--- config.mk ---
export PLATFORM = sky130hd
export DESIGN_NAME = b_dly_cal
export DESIGN_NICKNAME = d
export VERILOG_FILES = /design/src/rtl/b_dly_cal.sv
export SDC_FILE = /design/constraint.sdc
export NUM_CORES = 1
export LEC_CHECK = 0
export ABC_AREA = 1
export CORE_AREA = 3 3 69 103
export DETAILED_ROUTE_END_ITERATION = 6
export DIE_AREA = 0 0 72 106
export SYNTH_ARGS = -nofsm -noshare
export SYNTH_HDL_FRONTEND = slang
export SYNTH_SLANG_ARGS = --single-unit
--- constraint.sdc ---
create_clock -name i_clk -period 5.8 [get_ports i_clk]
set_clock_uncertainty 0.05 [all_clocks]
set_input_delay 0.58 -clock i_clk [delete_from_list [all_inputs] [get_ports i_clk]]
set_output_delay 0.58 -clock i_clk [all_outputs]
set_load 0.02 [all_outputs]
--- src/rtl/b_dly_cal.sv ---
// Calibration controller for a 2^DW-tap delay line: binary-search lock from a
// phase-detector vote, then optional +/-1 drift tracking with saturation.
module b_dly_cal #(
  parameter int DW     = 9,
  parameter int SETTLE = 8,
  parameter int AVG    = 4
) (
  input  logic          i_clk,
  input  logic          i_rst,
  input  logic          i_start,
  input  logic          i_track_en,
  input  logic          i_pd_lead,
  output logic [DW-1:0] o_dly_sel,
  output logic          o_busy,
  output logic          o_locked,
  output logic          o_cal_err
);

  localparam int WIN = SETTLE + AVG;
  localparam int WCW = $clog2(WIN);
  localparam int CW  = $clog2(AVG + 1);
  localparam int IW  = $clog2(DW);

  localparam logic [WCW-1:0] WIN_LAST  = WCW'(WIN - 1);
  localparam logic [WCW-1:0] SETTLE_C  = WCW'(SETTLE);
  localparam logic [CW-1:0]  HALF      = CW'(AVG / 2);
  localparam logic [DW-1:0]  MID       = {1'b1, {(DW-1){1'b0}}};
  localparam logic [DW-1:0]  SEL_MAX   = '1;
  localparam logic [IW-1:0]  IDX_TOP   = IW'(DW - 1);

  typedef enum logic [1:0] {IDLE, SEARCH, TRACK} state_t;

  state_t         state_q, state_d;
  logic [DW-1:0]  sel_q, sel_d;
  logic [IW-1:0]  idx_q, idx_d;
  logic [WCW-1:0] win_q, win_d;
  logic [CW-1:0]  cnt_q, cnt_d;
  logic           busy_q, busy_d;
  logic           locked_q, locked_d;
  logic           err_q, err_d;

  logic           sampling;
  logic           win_end;
  logic [CW-1:0]  vote;
  logic           lead;
  logic           lag;
  logic [DW-1:0]  trial;
  logic [IW-1:0]  idx_m1;

  // Window timebase and vote: the last sample is folded in combinationally so
  // the decision lands on the same edge that captures it.
  always_comb begin
    sampling = (win_q >= SETTLE_C);
    win_end  = (win_q == WIN_LAST);
    vote     = cnt_q + CW'(sampling & i_pd_lead);
    lead     = (vote > HALF);
    lag      = (vote < HALF);
  end

  always_comb begin
    // NOTE: every signal written here gets a default first so no path can infer a latch.
    state_d  = state_q;
    sel_d    = sel_q;
    idx_d    = idx_q;
    win_d    = win_q;
    cnt_d    = cnt_q;
    busy_d   = busy_q;
    locked_d = locked_q;
    err_d    = err_q;
    trial    = sel_q;
    idx_m1   = idx_q - 1'b1;

    if (state_q != IDLE) begin
      if (win_end) begin
        win_d = '0;
        cnt_d = '0;
      end else begin
        win_d = win_q + 1'b1;
        cnt_d = vote;
      end
    end

    unique case (state_q)
      IDLE: begin
        busy_d = 1'b0;
        if (i_start) begin
          sel_d    = MID;
          idx_d    = IDX_TOP;
          busy_d   = 1'b1;
          locked_d = 1'b0;
          err_d    = 1'b0;
          win_d    = '0;
          cnt_d    = '0;
          state_d  = SEARCH;
        end
      end

      SEARCH: begin
        if (win_end) begin
          trial[idx_q] = lead;
          if (idx_q != '0) begin
            trial[idx_m1] = 1'b1;
            idx_d         = idx_m1;
          end else begin
            locked_d = 1'b1;
            err_d    = (trial == '0) || (trial == SEL_MAX);
            if (i_track_en) begin
              state_d = TRACK;
            end else begin
              state_d = IDLE;
              busy_d  = 1'b0;
            end
          end
          sel_d = trial;
        end
      end

      TRACK: begin
        if (win_end) begin
          if (lead) begin
            if (sel_q == SEL_MAX) err_d = 1'b1;
            else                  sel_d = sel_q + 1'b1;
          end else if (lag) begin
            if (sel_q == '0) err_d = 1'b1;
            else             sel_d = sel_q - 1'b1;
          end
          // A start arriving on this exit edge is dropped: it is only seen in IDLE.
          if (!i_track_en) begin
            state_d = IDLE;
            busy_d  = 1'b0;
          end
        end
      end

      default: state_d = IDLE;
    endcase
  end

  // NOTE: state registers use non-blocking assignments so all flops update together.
  always_ff @(posedge i_clk or posedge i_rst) begin
    if (i_rst) begin
      state_q  <= IDLE;
      sel_q    <= '0;
      idx_q    <= '0;
      win_q    <= '0;
      cnt_q    <= '0;
      busy_q   <= 1'b0;
      locked_q <= 1'b0;
      err_q    <= 1'b0;
    end else begin
      state_q  <= state_d;
      sel_q    <= sel_d;
      idx_q    <= idx_d;
      win_q    <= win_d;
      cnt_q    <= cnt_d;
      busy_q   <= busy_d;
      locked_q <= locked_d;
      err_q    <= err_d;
    end
  end

  assign o_dly_sel = sel_q;
  assign o_busy    = busy_q;
  assign o_locked  = locked_q;
  assign o_cal_err = err_q;

endmodule

* Word-level counts from Yosys, hierarchy flattened
Cells that the tools add are included.
W data, S select, Z words.
** Operators by class
- Add/subtract/negate cells :: 5
- $mul :: 0
- Divide/modulo/power cells :: 0
- $lt $le $gt $ge :: 7
- Eq/ne operators :: 16
- Shift operators :: 0
- Mux-type cells :: 51
- Bitwise gates (word level) :: 2
- Reductions and logical operators :: 16
** Operators with widths (number)
- $mux W9 :: 8
- $mux W4 :: 7
- $pmux W9 S3 :: 1
- $eq A9 B9 Y1 const B :: 2
- $logic_not A9 Y1 :: 2
- $mux W1 :: 17
- $ne A3 B3 Y1 const B :: 5
- $mux W2 :: 6
- $mux W3 :: 4
- $ne A2 B2 Y1 const B :: 6
- $reduce_and A4 Y1 :: 3
- $lt A4 B5 Y1 const B :: 2
- $add A9 B1 Y9 const B :: 1
- $bwmux W9 :: 1
- $or A9 B9 Y9 :: 1
- $sub A9 B1 Y9 const B :: 1
- $demux W1 S4 :: 2
- $ge A4 B1 Y1 const B :: 2
- $pmux W4 S2 :: 1
- $reduce_and A8 Y1 :: 1
- $reduce_and A7 Y1 :: 1
- $pmux W1 S3 :: 2
- $pmux W2 S3 :: 1
- $reduce_and A5 Y1 :: 1
- other kinds (17) :: 19
** Word-level totals
- Register bits :: 25
- Latch bits :: 0
- Memory bits (writable) :: 0
- Memory bits (read-only) :: 0
- Input port bits :: 5
- Output and inout port bits :: 12
- Word-level logic and storage cells :: 105
- Memories :: 0

* Longest topological paths before layout
Gate-level depths: netlist of the first run.
- Depth in word-level cells :: 10
- Depth in mapped cells :: 21
- Depth with buffers taken out :: 21

* Worst setup path after synthesis of the first run
OpenSTA, ideal clock, no wires.
- Path type :: input to register
- Start point :: in i_pd_lead
- End point :: reg sel_q[8] (netlist: o_dly_sel[8])
- Library setup time :: 119 ps
- Arrival :: 2576 ps
- Data required time :: 5631 ps
- Setup slack :: 3055 ps
- Stages on the path :: 20
- Path buffers :: 0
- Path through :: nand2_1 inv_1 ha_1 ha_1 nand2_4 nand3_2 inv_1 fa_1 nand2_1 nand2_1 nand2_1 nand2_1 nand2_1 nand3_1 nor2_1 nor2_1 nand2_1 nand3_1 nand2_2 o21ai_2
** On the way
- Longest elaborated chain between the ends :: 8
- Elaborated cells between the ends (all ways) :: 15
- Classes of those cells :: add/sub (1); order compare (2); eq/ne (3); mux (6); bitwise (2); reduce/logical (1)
** RTL lines
- start, declared :: RTL line 12 : input logic i_pd_lead,
- $and A1 B1 Y1 (*) :: RTL line 55 : vote = cnt_q + CW'(sampling & i_pd_lead);
- $add A3 B1 Y3 (*) :: RTL line 55
- $gt A3 B2 Y1 :: RTL line 56 : lead = (vote > HALF);
- $bwmux W9 :: RTL line 100 : trial[idx_q] = lead;
- $or A9 B9 Y9 (no source line)
- $mux W9 :: RTL line 101 : if (idx_q != '0) begin
- $mux W9 :: RTL line 99 : if (win_end) begin
- $pmux W9 S3 :: RTL line 83 : unique case (state_q)
- end signal, assigned :: RTL line 152 : sel_q <= sel_d;
- end, declared :: RTL line 34 : logic [DW-1:0] sel_q, sel_d;
Mark *: on every way between the ends. The rest lies on a longest branch, timed or not. The select of a mux whose other input is x is not followed.
A chain may end at the register's enable or synchronous reset.

* Worst setup path in the final report of the first run
Ends and elaborated chain as after synthesis.

==> out/qor.yml, run 1 <==
status: "finished clean"
cts-root-buf: "clkbuf_8"
drt-total-wl_microns: 6270
yosysSeqAreaShare_pct: 26.4
syn-num-nets: 385
dr.first_iter.drc_count: 151
grt_max_degree: 26
synth.distinct_cells: 34
vias: 2308
drc: 0
finalNetCount: 403
antenna_found_initial: 0
powerDensity_nw_per_um2: 609
wl_per_cell_microns: 14.0
worstSkewPairLatency_ns: 0.28
clock_sink_count: 25
cts_max_level: 1
slew_headroom_pct: 33.2
cts.clk_slew.worst_paths_ns: 0.10
startpoint_type: "input port"
fp.dieH_microns: 106
place_congestion: 0.962
post_cts_buffers: 0
ys_ff_latch: 25
first_global_vias: 2356
max_freq_mhz: 295
cap_violations: 0
dieWidth_microns: 72
fin_tns_setup_ns: 0
grt_pass1_wl_microns: 10800
end_kind: "flop"
grt_setup_unrepaired: "no"
io-pin-count: 17
dr.pass1.iters: 4
vias_per_cell: 5.14
cts_tree: "done"
worst_pin_slew_ns: 1.00
track_usage_pct: 17.7
leakagePower_uw: 0.00139
hpwl_microns: 5040
cp.required_ns: 5.93
start_util_pct: 37.9
cts_buffers: 3
cp.arrival_ns: 3.52
path_class: "input port to flop"
grt_overflow_total: 0
final_cell_mix: "nand2_1 (119), inv_1 (54), nor2_1 (25), nand3_1 (25), dfrtp_1 (25)"
drv_slew: 0
fin_crit_sh_pct: 58.4
ir_drop_v: 0.000171
dieArea_sq_um: 7630
antennaDiodeCount: 0
area_delta_synth_final_pct: 11.3
final_common_cell: "nand2_1"
synth_cells: 358
min_period_ns: 3.39
post-place-cells: 445
port_buffers: 16
num_rows: 35
final_cells: 449
yosys_warnings: 0
syn_area_sq_um: 2370
antenna_left: 0
cts_buffer_depth: 2
drive_gt1_share_pct: 8.00
finalHoldViolCount: 0
ctsHoldBuffers: 0
cts.repair.resized: 0
syn-mean-instance-area_sq_um: 6.63
worst-path-max-fanout: 11
hp-class: "flop to flop"
coreArea_sq_um: 6260
final-setup-viol-count: 0
## state kept, by name, indices dropped and copies added, names as in the netlist
name       flops
o_dly_sel      9
idx_q          4
cnt_q          3
win_q          4
o_busy         1
o_cal_err      1
state_q        2
o_locked       1
## synth_stat cells (all sizes together)
library cell,count,share of area [%]
a31oi,4,1.1
a21oi,7,1.5
xor2,3,1.1
a22o,1,0.37
nand3,27,6.1
nor2,29,5.4
inv,60,9.6
xnor2,1,0.37
dfrtp,25,26
nand3b,1,0.32
fa,1,0.84
o21bai,3,1.4
o22ai,5,1.3
o21ai,29,7.4
buf,2,0.79
nand2,123,20
clkbuf,1,0.58
and2,1,0.37
o31ai,2,0.63
a21o,1,0.32
a22oi,1,0.32
nor4,1,0.26
ha,21,11
nand4,9,2.4
## final cells by class
class                   count  area, sq um
flip-flops and latches     25          626
fillers                   678         3620
repair buffers             16          160
multi-input cells         270         1490
well taps                  74         92.6
clock buffers               3         41.3
inverters                  60          228
clock inverters             1         7.51
## power by group
| group | internal, uW | leakage [uW] | total, uW | switching (uW) |
|---|---|---|---|---|
| Combinational | 424 | 0.00103 | 1170 | 748 |
| Clock | 48.9 | 0.0000217 | 112 | 63.6 |
| Sequential | 239 | 0.000331 | 324 | 85.1 |
| Total | 711 | 0.00139 | 1610 | 897 |
## per-layer routing
metal  track usage (%)  share of wire (%)
met1              19.7                 41
met4              8.47                4.5
met3              1.70                2.7
met5                 0                  0
met2              32.6                 52
## path summary, 6_finish.rpt
check                      slack [ns]            to  startpoint  cells after the start
setup / recovery                 2.41  o_dly_sel[8]   i_pd_lead                     21
hold / removal                   0.44     o_cal_err   o_cal_err                      2
setup reg to reg                 2.65  o_dly_sel[8]    win_q[3]                     20
hold reg to reg                  0.44     o_cal_err   o_cal_err                      2
max in group asynchronous        4.31  o_dly_sel[2]       i_rst                      2
min in group asynchronous        0.77    state_q[1]       i_rst                      2
## critical path, cell delays in order
cell             delay [ns]
clkdlybuf4s50_1        0.39
nand2_1                0.06
inv_1                  0.04
ha_1                   0.17
ha_1                   0.34
nand2_4                0.12
nand3_2                0.23
inv_1                  0.36
ha_1                   0.35
nand2_1                0.10
nand2_1                0.05
nand2_1                0.07
nand2_1                0.09
nand2_1                0.06
nand3_1                0.09
nor2_1                 0.10
nor2_1                 0.04
nand2_1                0.06
nand3_1                0.08
nand2_2                0.07
o21ai_2                0.05
## cells by family after synthesis
family,after synthesis,synth area share (%)
AO/OA/AOI/OAI,53,14.3
XOR/XNOR,4,1.48
adder cells (fa/ha/maj),22,11.9
buffers and inverters,63,11.0
flip-flops,25,26.4
AND/OR/NAND/NOR,191,35.0
## through the flow
stage / total power [uW] / instance area, sq um / utilization (%) / setup slack (ns) / hold WS (ns)
final: 1610 / 2640 / 42.2 / 2.41 / 0.436
after global routing: 1780 / 2640 / 42.2 / 2.08 / 0.471
after CTS: 1620 / 2640 / 42.2 / 2.42 / 0.446
after detailed placement: 1500 / 2590 / 41.4 / 2.12 / 0.419
after global placement: 1490 / 2590 / 41.4 / 2.16 / 0.415
after floorplan: 1180 / 2370 / - / 3.05 / 0.409
(Power assumes the default switching activity.)
==> run 2, diff against run 1 <==
==> constraint.sdc (replaced) <==
create_clock -name i_clk -period 2.9 [get_ports i_clk]
set_clock_uncertainty 0.05 [all_clocks]
set_input_delay 0.29 -clock i_clk [delete_from_list [all_inputs] [get_ports i_clk]]
set_output_delay 0.29 -clock i_clk [all_outputs]
set_load 0.02 [all_outputs]
==> run 2 against run 1 <==
Critical path depth shrank 5. Utilization grew 4.2 points. Final area increased by 10%. Die area did not move. Global-route usage up 0.22 points. Wire length rose by 2.6%. Combinational power grew 120%. Final cell count up 4.7%. Count of clock-buffer cells in the layout unchanged. First-iteration DRC count down 3.3%. Register-to-register slack worse by 2.5 ns. Clock power increased by 100%.
==> out/qor.yml, run 2 (synthesis results as in run 1) <==
min_period_ns: 2.76
drive_gt1_share_pct: 16.7  # +8.7 points
dieArea_sq_um: 7630  # unchanged
dr.pass1.iters: 4  # unchanged
dieWidth_microns: 72  # unchanged
cap_violations: 0  # unchanged
clkPwrFrac_pct: 6.5  # -0.5 points
area_delta_synth_final_pct: 22.5
place_congestion: 0.903  # -6.1%
leakagePower_uw: 0.00150  # +8.5%
largest_reg_flops: 9  # unchanged
r2r-end: "o_dly_sel[7]"
startpoint_type: "flop"
end_kind: "flop"
final-setup-viol-count: 0  # unchanged
wl_per_cell_microns: 13.7  # -1.9%
finalNetCount: 424  # +5.2%
p_sw_share_pct: 54.0  # -1.8 points
drt-total-wl_microns: 6430  # +2.6%
cts_max_level: 1  # unchanged
port_buffers: 16  # unchanged
worst-path-buf-inv: 3  # unchanged
vias: 2413  # +4.5%
hpwl_microns: 5110  # +1.5%
fin_crit_sh_pct: 95.1
cp.required_ns: 3.03  # -2.90 ns
max_freq_mhz: 363
worst-path-max-fanout: 8  # -3
ir_drop_v: 0.000407  # +140%
cts.clk_slew.worst_paths_ns: 0.11  # about the same
worstSkewPairLatency_ns: 0.28  # about the same
p_seq_share_pct: 19.1  # -1.0 points
power.total_uw: 3420  # +110%
power_switching_uw: 1850  # +110%
crit_path_frequent_cell: "nand2_1"
slew_headroom_pct: 68.1  # +35 points
dr.first_iter.drc_count: 146  # -3.3%
grt_pass1_wl_microns: 10800  # about the same
drc: 0  # unchanged
io-pin-count: 17  # unchanged
antenna_found_initial: 0  # unchanged
power_frac_comb_pct: 74.4  # +1.5 points
grt_setup_unrepaired: "yes"
path_cells: "nand2_1 -> inv_1 -> ha_2 -> ha_4 -> nand2_4 -> nand3_4 -> clkinvlp_4 -> buf_4 -> ha_1 -> a21o_1 -> a31oi_1 -> nand3b_1 -> nand3_1 -> o21ai_0 -> nand2_1 -> o21ai_2"
ctsHoldBuffers: 0  # unchanged
final_common_cell: "nand2_1"
cpPeakStageDelay_ns: 0.39  # about the same
fillers: 666  # -1.8%
coreArea_sq_um: 6260  # unchanged
antennaDiodeCount: 0  # unchanged
drv_slew: 0  # unchanged
cts_buffers: 3  # unchanged
first_global_vias: 2452  # +4.1%
cts_buffer_depth: 2  # unchanged
worst_pin_slew_ns: 0.479  # -0.522 ns
grt_max_degree: 26  # unchanged
r2r_cells: 16  # -20%
path_class: "flop to flop"
fin_util_pct: 46.4  # +4.2 points
hp-class: "input port to asynchronous set/reset pin"
fp.dieH_microns: 106  # unchanged
cts-root-buf: "clkbuf_8"
track_usage_pct: 17.9  # +0.22 points
grt_overflow_total: 0  # unchanged
vias_per_cell: 5.13  # -0.12%
cts_tree: "done"
num_rows: 35  # unchanged
antenna_left: 0  # unchanged
p_int_uw: 1570  # +120%
rrSetupSlack_ns: 0.14  # -2.51 ns
cp_top_family: "adder cells"
powerDensity_nw_per_um2: 1180  # +93%
status: "finished clean"
hold_slack_ns: 0.298  # -0.138 ns
final_cell_mix: "nand2_1 (113), inv_1 (53), nor2_1 (25), dfrtp_1 (25), nand3_1 (24)"
cp.arrival_ns: 2.89  # -0.63 ns
timing.rr.start: "win_q[3]"
slowest_stage: "dfrtp_1"
start_util_pct: 37.9  # unchanged
finalHoldViolCount: 0  # unchanged
clock_sink_count: 25  # unchanged
## run 2: cell types whose count changed in the layout (fill, tap and decap cells not counted), sizes merged
cell           delta
clkdlybuf4s50     -1
dlymetal6s2s      +1
inv               -1
buf              +21
clkinv            +1
## run 2: area by class of cell
class / count / area (sq um) / area share (%)
tap: 74 / 92.6 / 3.19
sequential: 25 / 626 / 21.5
multi-input combinational: 270 / 1580 / 54.4
clock inverter: 1 / 5.00 / 0.172
clock buffer: 3 / 41.3 / 1.42
inverter: 60 / 231 / 7.97
timing repair buffer: 37 / 328 / 11.3
## run 2: per-layer routing
layer	vias up	part of all wire (%)	GRT usage [%]
li1	1226	-	-
met1	1123	39	19.3
met2	42	54	32.6
met3	22	2.6	2.08
met4	0	4.3	10.2
met5	-	0	0
## run 2: how the worst max path moves through the flow
stage / from / to / slack [ns] / depth (start not counted)
global route: win_q[3] / o_dly_sel[8] / -0.04 / 20
floorplan: win_q[3] / o_dly_sel[8] / 0.33 / 20
CTS: i_pd_lead / o_dly_sel[8] / 0.12 / 21
global placement: i_pd_lead / o_dly_sel[8] / -0.09 / 21
finish: win_q[3] / o_dly_sel[7] / 0.14 / 16
detailed placement: i_pd_lead / o_dly_sel[8] / -0.16 / 21
## run 2: power groups by stage
stage               logic, uW  clock network [uW]  registers [uW]
finish                   2540                 224             653
global route             2880                 242             681
CTS                      2450                 230             641
detailed placement       2430                   0             647
global placement         2410                   0             646
floorplan                1670                   0             688
## run 2: worst min-delay path, delay by kind of cell
kind	cells	cell delay (ns)
buffers and inverters	3	0.76
## run 2: repair_timing
item	CTS	global route
setup endpoints to repair	0	4
setup buffers	0	5
resized for setup	0	21
## run 2: stage by stage
stage | cells | setup slack (ns) | cell area (sq um) | setup TNS, ns
final | 470 | 0.143 | 2910 | 0
after global routing | 470 | -0.0438 | 2910 | -0.122
after CTS | 465 | 0.121 | 2760 | 0
after detailed placement | 461 | -0.163 | 2710 | -0.473
after global placement | 461 | -0.0921 | 2710 | -0.247
after floorplan | 358 | 0.331 | 2370 | 0
